### src/rtl/module_transmisor_hamming_pkg.sv
// Shared definitions for the Hamming SEC-DED link: transmitter FSM states and
// codeword bit positions, used by both the transmit and receive paths.
package pkg_hamming;

    typedef enum logic [1:0] {
        IDLE,
        INICIO,
        DATOS,
        PARADA
    } estado_tx_t;

    // Codeword layout {p0,d4,d3,d2,p4,d1,p2,p1}, bits 7..0
    localparam int IDX_P1 = 0;
    localparam int IDX_P2 = 1;
    localparam int IDX_D1 = 2;
    localparam int IDX_P4 = 3;
    localparam int IDX_D2 = 4;
    localparam int IDX_D3 = 5;
    localparam int IDX_D4 = 6;
    localparam int IDX_P0 = 7;

    localparam int ANCHO_DATOS   = 4;
    localparam int ANCHO_PALABRA = 8;

endpackage

### src/rtl/module_transmisor_hamming_codificador.sv
// Combinational nibble to extended-Hamming (8,4) encoder with even overall
// parity in the top bit.
module module_codificador_hamming
    import pkg_hamming::*;
(
    input  logic [ANCHO_DATOS-1:0]   i_datos,
    output logic [ANCHO_PALABRA-1:0] o_palabra
);

    logic [ANCHO_PALABRA-2:0] w_bajos;

    always_comb begin
        w_bajos         = '0;
        w_bajos[IDX_D1] = i_datos[0];
        w_bajos[IDX_D2] = i_datos[1];
        w_bajos[IDX_D3] = i_datos[2];
        w_bajos[IDX_D4] = i_datos[3];
        w_bajos[IDX_P1] = i_datos[0] ^ i_datos[1] ^ i_datos[3];
        w_bajos[IDX_P2] = i_datos[0] ^ i_datos[2] ^ i_datos[3];
        w_bajos[IDX_P4] = i_datos[1] ^ i_datos[2] ^ i_datos[3];
    end

    // p0 makes the whole 8-bit word even parity (double-error detection)
    assign o_palabra = {^w_bajos, w_bajos};

endmodule

### src/rtl/module_transmisor_hamming.sv
// Hamming (8,4) serial transmitter: start bit, 8 codeword bits LSB first, stop bit.
// Optional macro INYECCION_ERROR_EN adds an XOR error-mask port sampled at transfer.
module module_transmisor_hamming
    import pkg_hamming::*;
#(
    parameter int CICLOS_POR_BIT = 4
) (
    input  logic                     clk,
    input  logic                     rst,
    input  logic [ANCHO_DATOS-1:0]   datos_entrada,
    input  logic                     entrada_valida,
`ifdef INYECCION_ERROR_EN
    input  logic [ANCHO_PALABRA-1:0] inyectar_error,
`endif
    output logic                     entrada_lista,
    output logic                     tx_serie,
    output logic [ANCHO_PALABRA-1:0] palabra_codificada,
    output logic                     ocupado,
    output logic                     fin_trama
);

    // With one cycle per bit the counter would be zero-width; keep one bit
    localparam int ANCHO_CNT = (CICLOS_POR_BIT > 1) ? $clog2(CICLOS_POR_BIT) : 1;
    localparam logic [ANCHO_CNT-1:0] CNT_MAX = ANCHO_CNT'(CICLOS_POR_BIT - 1);

    estado_tx_t               r_estado, r_estado_next;
    logic [ANCHO_CNT-1:0]     r_cnt, r_cnt_next;
    logic [2:0]               r_indice_bit, r_indice_bit_next;
    logic [ANCHO_PALABRA-1:0] r_palabra, r_palabra_next;
    logic                     r_tx, r_tx_next;
    logic                     r_fin, r_fin_next;

    logic [ANCHO_PALABRA-1:0] w_palabra_cod;
    logic [ANCHO_PALABRA-1:0] w_palabra_tx;
    logic [2:0]               w_indice_sig;

    module_codificador_hamming u_codificador (
        .i_datos   (datos_entrada),
        .o_palabra (w_palabra_cod)
    );

`ifdef INYECCION_ERROR_EN
    assign w_palabra_tx = w_palabra_cod ^ inyectar_error;
`else
    assign w_palabra_tx = w_palabra_cod;
`endif

    assign w_indice_sig = r_indice_bit + 3'd1;

    always_ff @(posedge clk or posedge rst) begin
        if (rst) begin
            r_estado     <= IDLE;
            r_cnt        <= '0;
            r_indice_bit <= '0;
            r_palabra    <= '0;
            r_tx         <= 1'b1;
            r_fin        <= 1'b0;
        end else begin
            r_estado     <= r_estado_next;
            r_cnt        <= r_cnt_next;
            r_indice_bit <= r_indice_bit_next;
            r_palabra    <= r_palabra_next;
            r_tx         <= r_tx_next;
            r_fin        <= r_fin_next;
        end
    end

    // Line value is computed for the state being entered so tx_serie is a flop
    always_comb begin
        r_estado_next     = r_estado;
        r_cnt_next        = r_cnt;
        r_indice_bit_next = r_indice_bit;
        r_palabra_next    = r_palabra;
        r_tx_next         = r_tx;
        r_fin_next        = 1'b0;

        case (r_estado)
            IDLE: begin
                r_tx_next = 1'b1;
                if (entrada_valida) begin
                    r_palabra_next    = w_palabra_tx;
                    r_cnt_next        = '0;
                    r_indice_bit_next = '0;
                    r_estado_next     = INICIO;
                    r_tx_next         = 1'b0;
                end
            end
            INICIO: begin
                if (r_cnt == CNT_MAX) begin
                    r_cnt_next        = '0;
                    r_indice_bit_next = '0;
                    r_estado_next     = DATOS;
                    r_tx_next         = r_palabra[0];
                end else begin
                    r_cnt_next = r_cnt + 1'b1;
                end
            end
            DATOS: begin
                if (r_cnt == CNT_MAX) begin
                    r_cnt_next = '0;
                    if (r_indice_bit == 3'd7) begin
                        r_estado_next = PARADA;
                        r_tx_next     = 1'b1;
                    end else begin
                        r_indice_bit_next = w_indice_sig;
                        r_tx_next         = r_palabra[w_indice_sig];
                    end
                end else begin
                    r_cnt_next = r_cnt + 1'b1;
                end
            end
            PARADA: begin
                r_tx_next = 1'b1;
                if (r_cnt == CNT_MAX) begin
                    r_cnt_next    = '0;
                    r_estado_next = IDLE;
                    r_fin_next    = 1'b1;
                end else begin
                    r_cnt_next = r_cnt + 1'b1;
                end
            end
            default: begin
                r_estado_next = IDLE;
                r_tx_next     = 1'b1;
            end
        endcase
    end

    assign entrada_lista      = (r_estado == IDLE);
    assign ocupado            = (r_estado != IDLE);
    assign tx_serie           = r_tx;
    assign palabra_codificada = r_palabra;
    assign fin_trama          = r_fin;

endmodule

### config.mk
export PLATFORM = sky130hd
export DESIGN_NAME = module_transmisor_hamming
export DESIGN_NICKNAME = d
export VERILOG_FILES = /design/src/rtl/module_transmisor_hamming_pkg.sv /design/src/rtl/module_transmisor_hamming_codificador.sv /design/src/rtl/module_transmisor_hamming.sv
export SDC_FILE = /design/constraint.sdc
export NUM_CORES = 1
export LEC_CHECK = 0
export CAP_MARGIN = 20
export CORE_MARGIN = 4
export CORE_UTILIZATION = 33
export CTS_BUF_LIST = sky130_fd_sc_hd__clkbuf_8
export CTS_CLUSTER_SIZE = 10
export DETAILED_ROUTE_END_ITERATION = 16
export GPL_TIMING_DRIVEN = 0
export SLEW_MARGIN = 40
export SYNTH_ARGS = -nofsm -noshare
export SYNTH_HDL_FRONTEND = slang
export SYNTH_SLANG_ARGS = --single-unit
export TNS_END_PERCENT = 50
### constraint.sdc
create_clock -name clk -period 1.62 [get_ports clk]
set_input_delay 0.162 -clock clk [delete_from_list [all_inputs] [get_ports clk]]
set_output_delay 0.162 -clock clk [all_outputs]
set_load 0.02 [all_outputs]
==> impl_results.md <==
- Status: complete, but fails checks
- Failing checks: setup timing
- Clk sinks: 17
- Peak supply drop: between 1 and 1.5 mV
- Fin. max-slew vios: 0
- Hpwl dp: around 1.4 mm
- Layout cells sized above 1: 0.2632
- Residual DRC: 0
- Top Ports: 19
- Cells after Synth: ~90
- Critical path class: flip-flop to flip-flop
- Final Cycle Share: 1.060
- Core area: 0.002781 mm2
- RePlAce Congestion: ~0.74
- Worst r2r src: r_indice_bit[0]
- Vias in the first global route: 718
- Final core utilization: 0.4759
- Critical R2R Capture: tx_serie
- CTS tree: done
- PD cells: between 2000 and 2500 mW/mm2
- Critical Path Max Stage Delay: around 0.48 ns
- Largest net degree at the start of global routing: 18
- CTS clk-pin slew, worst paths: 0.07 ns
- Initial core utilization: 0.3509
- Synth Register Bits: 17
- Startpoint Class: flip-flop
- Hold Fails Final Rpt: 0
- R2R Setup Slk: -0.1 ns
- Simple-Gate Fraction of Synth Area: 0.1231
- Final #Nets: 130
- Adder-cell area share of the yosys netlist: 0.1026
- Slew HR: 0.5732
- Vias: 700
- Avg Inst Size Synth: 10.97 um2
- Per-cell routed wire length: roughly 13 um
- Initial antenna violation count: 0
- GRT Overall Usage: 0.1052
- Pwr Total: around 2.8 mW
- CTS Root Cell: clkbuf_8
- Die width: 62.38 um
- Leakage: ~0.56 nW
- Iteration count of the initial detailed-routing pass: 4
- XOR/XNOR Fraction of Synth Area: 0.05385
- Area Growth Syn to Fin: 35.64%
- Worst Setup Slack, final: -0.09743 ns
- RSZ-0062 raised after global routing: true
- # setup viols final: 3
- Site row count: 19
- CP arrival: ~1.9 ns
- Iteration-0 DRC Markers: 7
- CP max FO: 3
- Mux share of post-synthesis cell area: 0.1333
- Total congestion overflow: 0
- Max Cap Violations: 0
- Slew @ Worst Pin: 0.6395 ns
- Die Footprint: roughly 0.0039 mm2
- Total CTS buffers: 3
- Clock Skews: roughly 0.0029 ns
- Element type at the critical path end: flip-flop
- Worst-path cell chain: ha_4 -> mux4_2 -> mux2_2 -> nand4_1 -> nand3_1
- Hold slack: just under 0.3 ns
- Max Buffers Root-to-Sink: 2
- Antenna-violating nets left: 0
- Sequential share of the synthesized area: 0.4372
- First-pass GRT wire length: approximately 3.3 mm
- Mapped Area: ~1000 um2
- Req. time, crit path: 1.79 ns
- H-tree levels: 1
- Yosys Warn Count: 0
- Port Buffer Count: 18
- Via density per instance: between 4 and 5
- Slowest cell on the critical path: mux4_2
- Min cycle time layout: approximately 1.7 ns
- # diodes: 0
- Peak Freq: 0.5823 GHz
- Reg2reg path depth: 5
- HP Class: input port to async pin
- Largest family of logic cells by synthesized area: multiplexers
- Worst skew pair latency: between 0.2 and 0.3 ns
- Syn nets: roughly 100
- Synth unique cells: 27
- Place WS: -0.1485 ns
- Die height: 62.38 um
- DRT Wirelength: 1.912 mm
- Compound-gate portion of the synthesized area: 0.1141
## placed cells by master (no fill, tap or decap), types with 2 or more instances in the layout
cell             instances
inv_1                    5
ha_1                     3
ha_4                     3
o21ai_0                  6
clkbuf_8                 3
clkdlybuf4s50_1         16
mux4_2                   2
nor2_1                   4
ha_2                     2
xor2_1                   2
dfrtp_1                 15
nand2_1                 11
dlygate4sd2_1            2
nand3_1                  3
xnor2_1                  4
buf_4                    4
a21o_1                   2
mux2_2                   6
inv_2                    2
## critical path, delay by kind of cell (launching register included)
family                   cells  cell delay, ns
flip-flops                   1            0.42
multiplexers                 2            0.75
AND/OR/NAND/NOR              2            0.18
adder cells (fa/ha/maj)      1            0.29
## Yosys cell counts (all sizes together)
cell type	instances	area [um2]
dfrtp	16	400.4
nand2	11	41.29
ha	8	100.1
inv	7	26.28
o21ai	7	35.03
mux2	6	67.56
nor2	4	15.01
xnor2	4	35.03
nand3	3	15.01
a21o	2	15.01
mux4	2	52.55
nand2b	2	12.51
nor2b	2	12.51
xor2	2	17.52
a2111oi	1	27.53
a211oi	1	7.510
a221o	1	10.01
and2	1	6.260
buf	1	5.000
clkbuf	1	3.750
dfstp	1	26.28
mux2i	1	10.01
nand4	1	6.260
nor3	1	5.000
nor4	1	6.260
o21bai	1	7.510
o32ai	1	8.760
## worst max-delay path by stage
stage,start,to,slack (ns),cells after the start
2_1_floorplan,r_indice_bit[0],tx_serie,-0.05,5
3_3_place_gp,r_indice_bit[0],tx_serie,-0.15,5
3_5_place_dp,r_indice_bit[0],tx_serie,-0.15,5
4_1_cts,r_indice_bit[1],tx_serie,-0.11,5
5_1_grt,r_indice_bit[1],tx_serie,-0.15,5
6_report,r_indice_bit[0],tx_serie,-0.1,5
## metrics by stage
stage | TNS [ns] | cell area [um2] | cells
after global routing | -0.4513 | 1324 | 145
after floorplan | -0.04552 | 991.0 | 89
final | -0.1344 | 1324 | 145
after CTS | -0.2728 | 1284 | 144
after global placement | -0.4779 | 1210 | 138
after detailed placement | -0.5549 | 1210 | 138
## sequential cells by signal, summed over array words and instances, names as in the netlist
| register | count |
|---|---|
| r_cnt | 2 |
| palabra_codificada | 8 |
| r_estado | 2 |
| fin_trama | 1 |
| tx_serie | 1 |
| r_indice_bit | 3 |
## per-layer routing
metal	GRT usage	vias up	wire [um]
li1	-	355	-
met1	0.1199	334	868
met2	0.1723	7	939
met3	0.02518	4	64
met4	0.07162	0	38
met5	0	-	0
## cell families (layout without fill, tap and decap cells)
| kind of cell | Yosys count | count (layout) |
|---|---|---|
| simple gates | 26 | 26 |
| mux | 9 | 9 |
| buf+inv | 9 | 34 |
| fa+ha+maj | 8 | 8 |
| compound gates | 14 | 14 |
| xor+xnor | 6 | 6 |
| flops | 17 | 17 |
## cell type report
type,instances,area [um2]
Multi-Input combinational cell,63,571.8
Clock inverter,1,5.005
Clock buffer,3,41.29
Fill cell,252,1458
Tap cell,31,38.79
Inverter,7,26.28
Buffer,2,12.51
Timing Repair Buffer,21,200.2
Sequential cell,17,427.9
## where the power goes
group / switching [mW] / internal [mW]
Combinational: 0.796 / 0.883
Clock: 0.144 / 0.171
Sequential: 0.174 / 0.641
Total: 1.11 / 1.69
## timing repair
item,in CTS,in global routing
gates resized for setup,7,8
endpoints found under the setup margin,9,5
pin swaps,1,3
hold buffers,0,0
buffers inserted,2,1
No activity file was read; power rests on OpenSTA's default activity.
==> RTL change: new RTL, same flow settings <==
Put a register stage on the outputs `entrada_lista` and `ocupado`, with the module's reset. The values now appear one clock later. The other outputs are not delayed to match.
--- a/src/rtl/module_transmisor_hamming.sv
+++ b/src/rtl/module_transmisor_hamming.sv
@@ -126,8 +126,15 @@
         endcase
     end
 
-    assign entrada_lista      = (r_estado == IDLE);
-    assign ocupado            = (r_estado != IDLE);
+    always_ff @(posedge clk or posedge rst) begin
+        if (rst) begin
+            entrada_lista <= '0;
+            ocupado       <= '0;
+        end else begin
+            entrada_lista <= (r_estado == IDLE);
+            ocupado       <= (r_estado != IDLE);
+        end
+    end
     assign tx_serie           = r_tx;
     assign palabra_codificada = r_palabra;
     assign fin_trama          = r_fin;
Formal check against the unedited RTL: not equivalent (Yosys sat finds a counterexample within 4 cycles, from zero or initial values and one cycle with rst high).
==> RTL change against the original RTL <==
- final area increased by 20%
- routed wire length increased by 24%
- total power grew 23%
- final cell count is 17% higher
- the run still ends with negative setup slack left
- combinational power up 31%
- critical path depth up 1
- setup slack got worse by 0.15 ns
- non-clock buffer count rose by 10
- sequential cell count increased by 2
- area after synthesis increased by 9.6%
- hold slack worse by 0.062 ns
- core utilization increased by 3.9 points
- first-iteration DRC count grew 140%
- largest cell class unchanged
==> RTL change: results <==
[timing]
setup_tns_ns = -0.6406
setup_viol = 6
worstMarginPinSlew_ns = 0.6917
setup_ws_ns = -0.2522
fin_skew_ns = 0.001511

[place]
pre_cts_ws_ns = -0.2311
dpl.hpwl_mm = 1.589
placed_area_sq_um = 1330

[synthesis]
synthTopCellsByArea = dfrtp_1 (42%), ha_1 (9.4%), mux2_2 (8.4%), xnor2_1 (4.9%), mux2i_1 (3.7%)
synth-compound-area-share_pct = 11.35
muxShareOfSynthArea_pct = 15.32
yosysSeqAreaShare_pct = 44.56
yosysUniqueCellTypes = 33

[route]
drtIter0Drc = 17
vias = 821
drtPass1Iterations = 2

[setup_path]
critPathCapture = r_estado[1]$_DFFE_PP0P_
path_max_fanout = 7
critPathArrivalTime_ns = 2.02

[global_route]
grt_max_degree = 20
grt_pass1_wl_mm = 3.933

[outcome]
failed_checks = negative setup slack
outcome = finished with violations

[power_and_ir_drop]
leakage_nw = 0.6418

[layout]
drive_above_1_share_pct = 39.20
fin_nets = 141
## RTL change: cell types whose count changed after synthesis, moves of 3 or more
cell,unedited run,this run
o21ai_0,7,1
o31ai_1,0,3
nand2_1,11,6
nor2_1,4,1
mux2i_1,1,4
## RTL change: area by class of cell
class | count | area [sq um] | area share, %
multi-input cells | 64 | 685.7 | 43.25
clock buffers | 3 | 41.29 | 2.605
well taps | 44 | 55.05 | 3.473
inverters | 5 | 18.77 | 1.184
clock inverters | 1 | 3.754 | 0.2368
flip-flops and latches | 19 | 480.5 | 30.31
repair buffers | 31 | 277.8 | 17.52
plain buffers | 2 | 22.52 | 1.421
## RTL change: metrics by stage
step | total power [mW] | hold slack [ns] | util (%) | instances
global route | 3.669 | 0.2861 | 51.50 | 169
CTS | 3.192 | 0.3467 | 48.41 | 162
detailed placement | 2.573 | 0.4843 | 43.21 | 153
floorplan | 2.037 | 0.1124 | - | 91
finish | 3.441 | 0.2272 | 51.50 | 169
global placement | 2.532 | 0.4674 | 43.21 | 153
## RTL change: critical path, cell delays in order (launching register included)
cell,delay (ns)
dfrtp_2,0.41
inv_2,0.06
ha_4,0.16
buf_6,0.12
or3_4,0.38
a211oi_4,0.29
mux2_4,0.32
## RTL change: worst min-delay path by stage
stage / from / to / slack [ns] / depth (start not counted)
final: rst / r_cnt[1]$_DFFE_PP0P_ / 0.23 / 2
after global routing: rst / r_cnt[1]$_DFFE_PP0P_ / 0.29 / 2
after CTS: rst / r_cnt[1]$_DFFE_PP0P_ / 0.35 / 2
after detailed placement: r_cnt[1]$_DFFE_PP0P_ / r_cnt[1]$_DFFE_PP0P_ / 0.48 / 2
after global placement: r_cnt[1]$_DFFE_PP0P_ / r_cnt[1]$_DFFE_PP0P_ / 0.47 / 2
after floorplan: rst / entrada_lista$_DFF_PP0_ / 0.11 / 1
## RTL change: layer usage
layer	global-route usage (%)	vias up	routed length, um
met5	0	-	0
met4	6.860	0	62
met3	2.946	7	85
met2	19.28	16	1120
met1	15.18	403	1111
li1	-	395	-
## RTL change: kinds of logic (layout without fill, tap and decap cells)
logic type	Yosys count	count (layout)
mux	14	14
compound gates	15	15
fa+ha+maj	8	8
buf+inv	8	42
simple gates	21	21
xor+xnor	6	6
flops	19	19
## RTL change: repair_timing
item                                    in CTS  in global routing
endpoints found under the setup margin       6                 14
buffers inserted                             7                  7
pin swaps                                    3                  7
resized for setup                           15                  5
## RTL change: power by group
part           total (mW)  internal [mW]  switching, mW
logic                2.20           1.23          0.974
registers           0.912          0.718          0.194
clock network       0.326          0.169          0.157
total                3.44           2.12           1.33
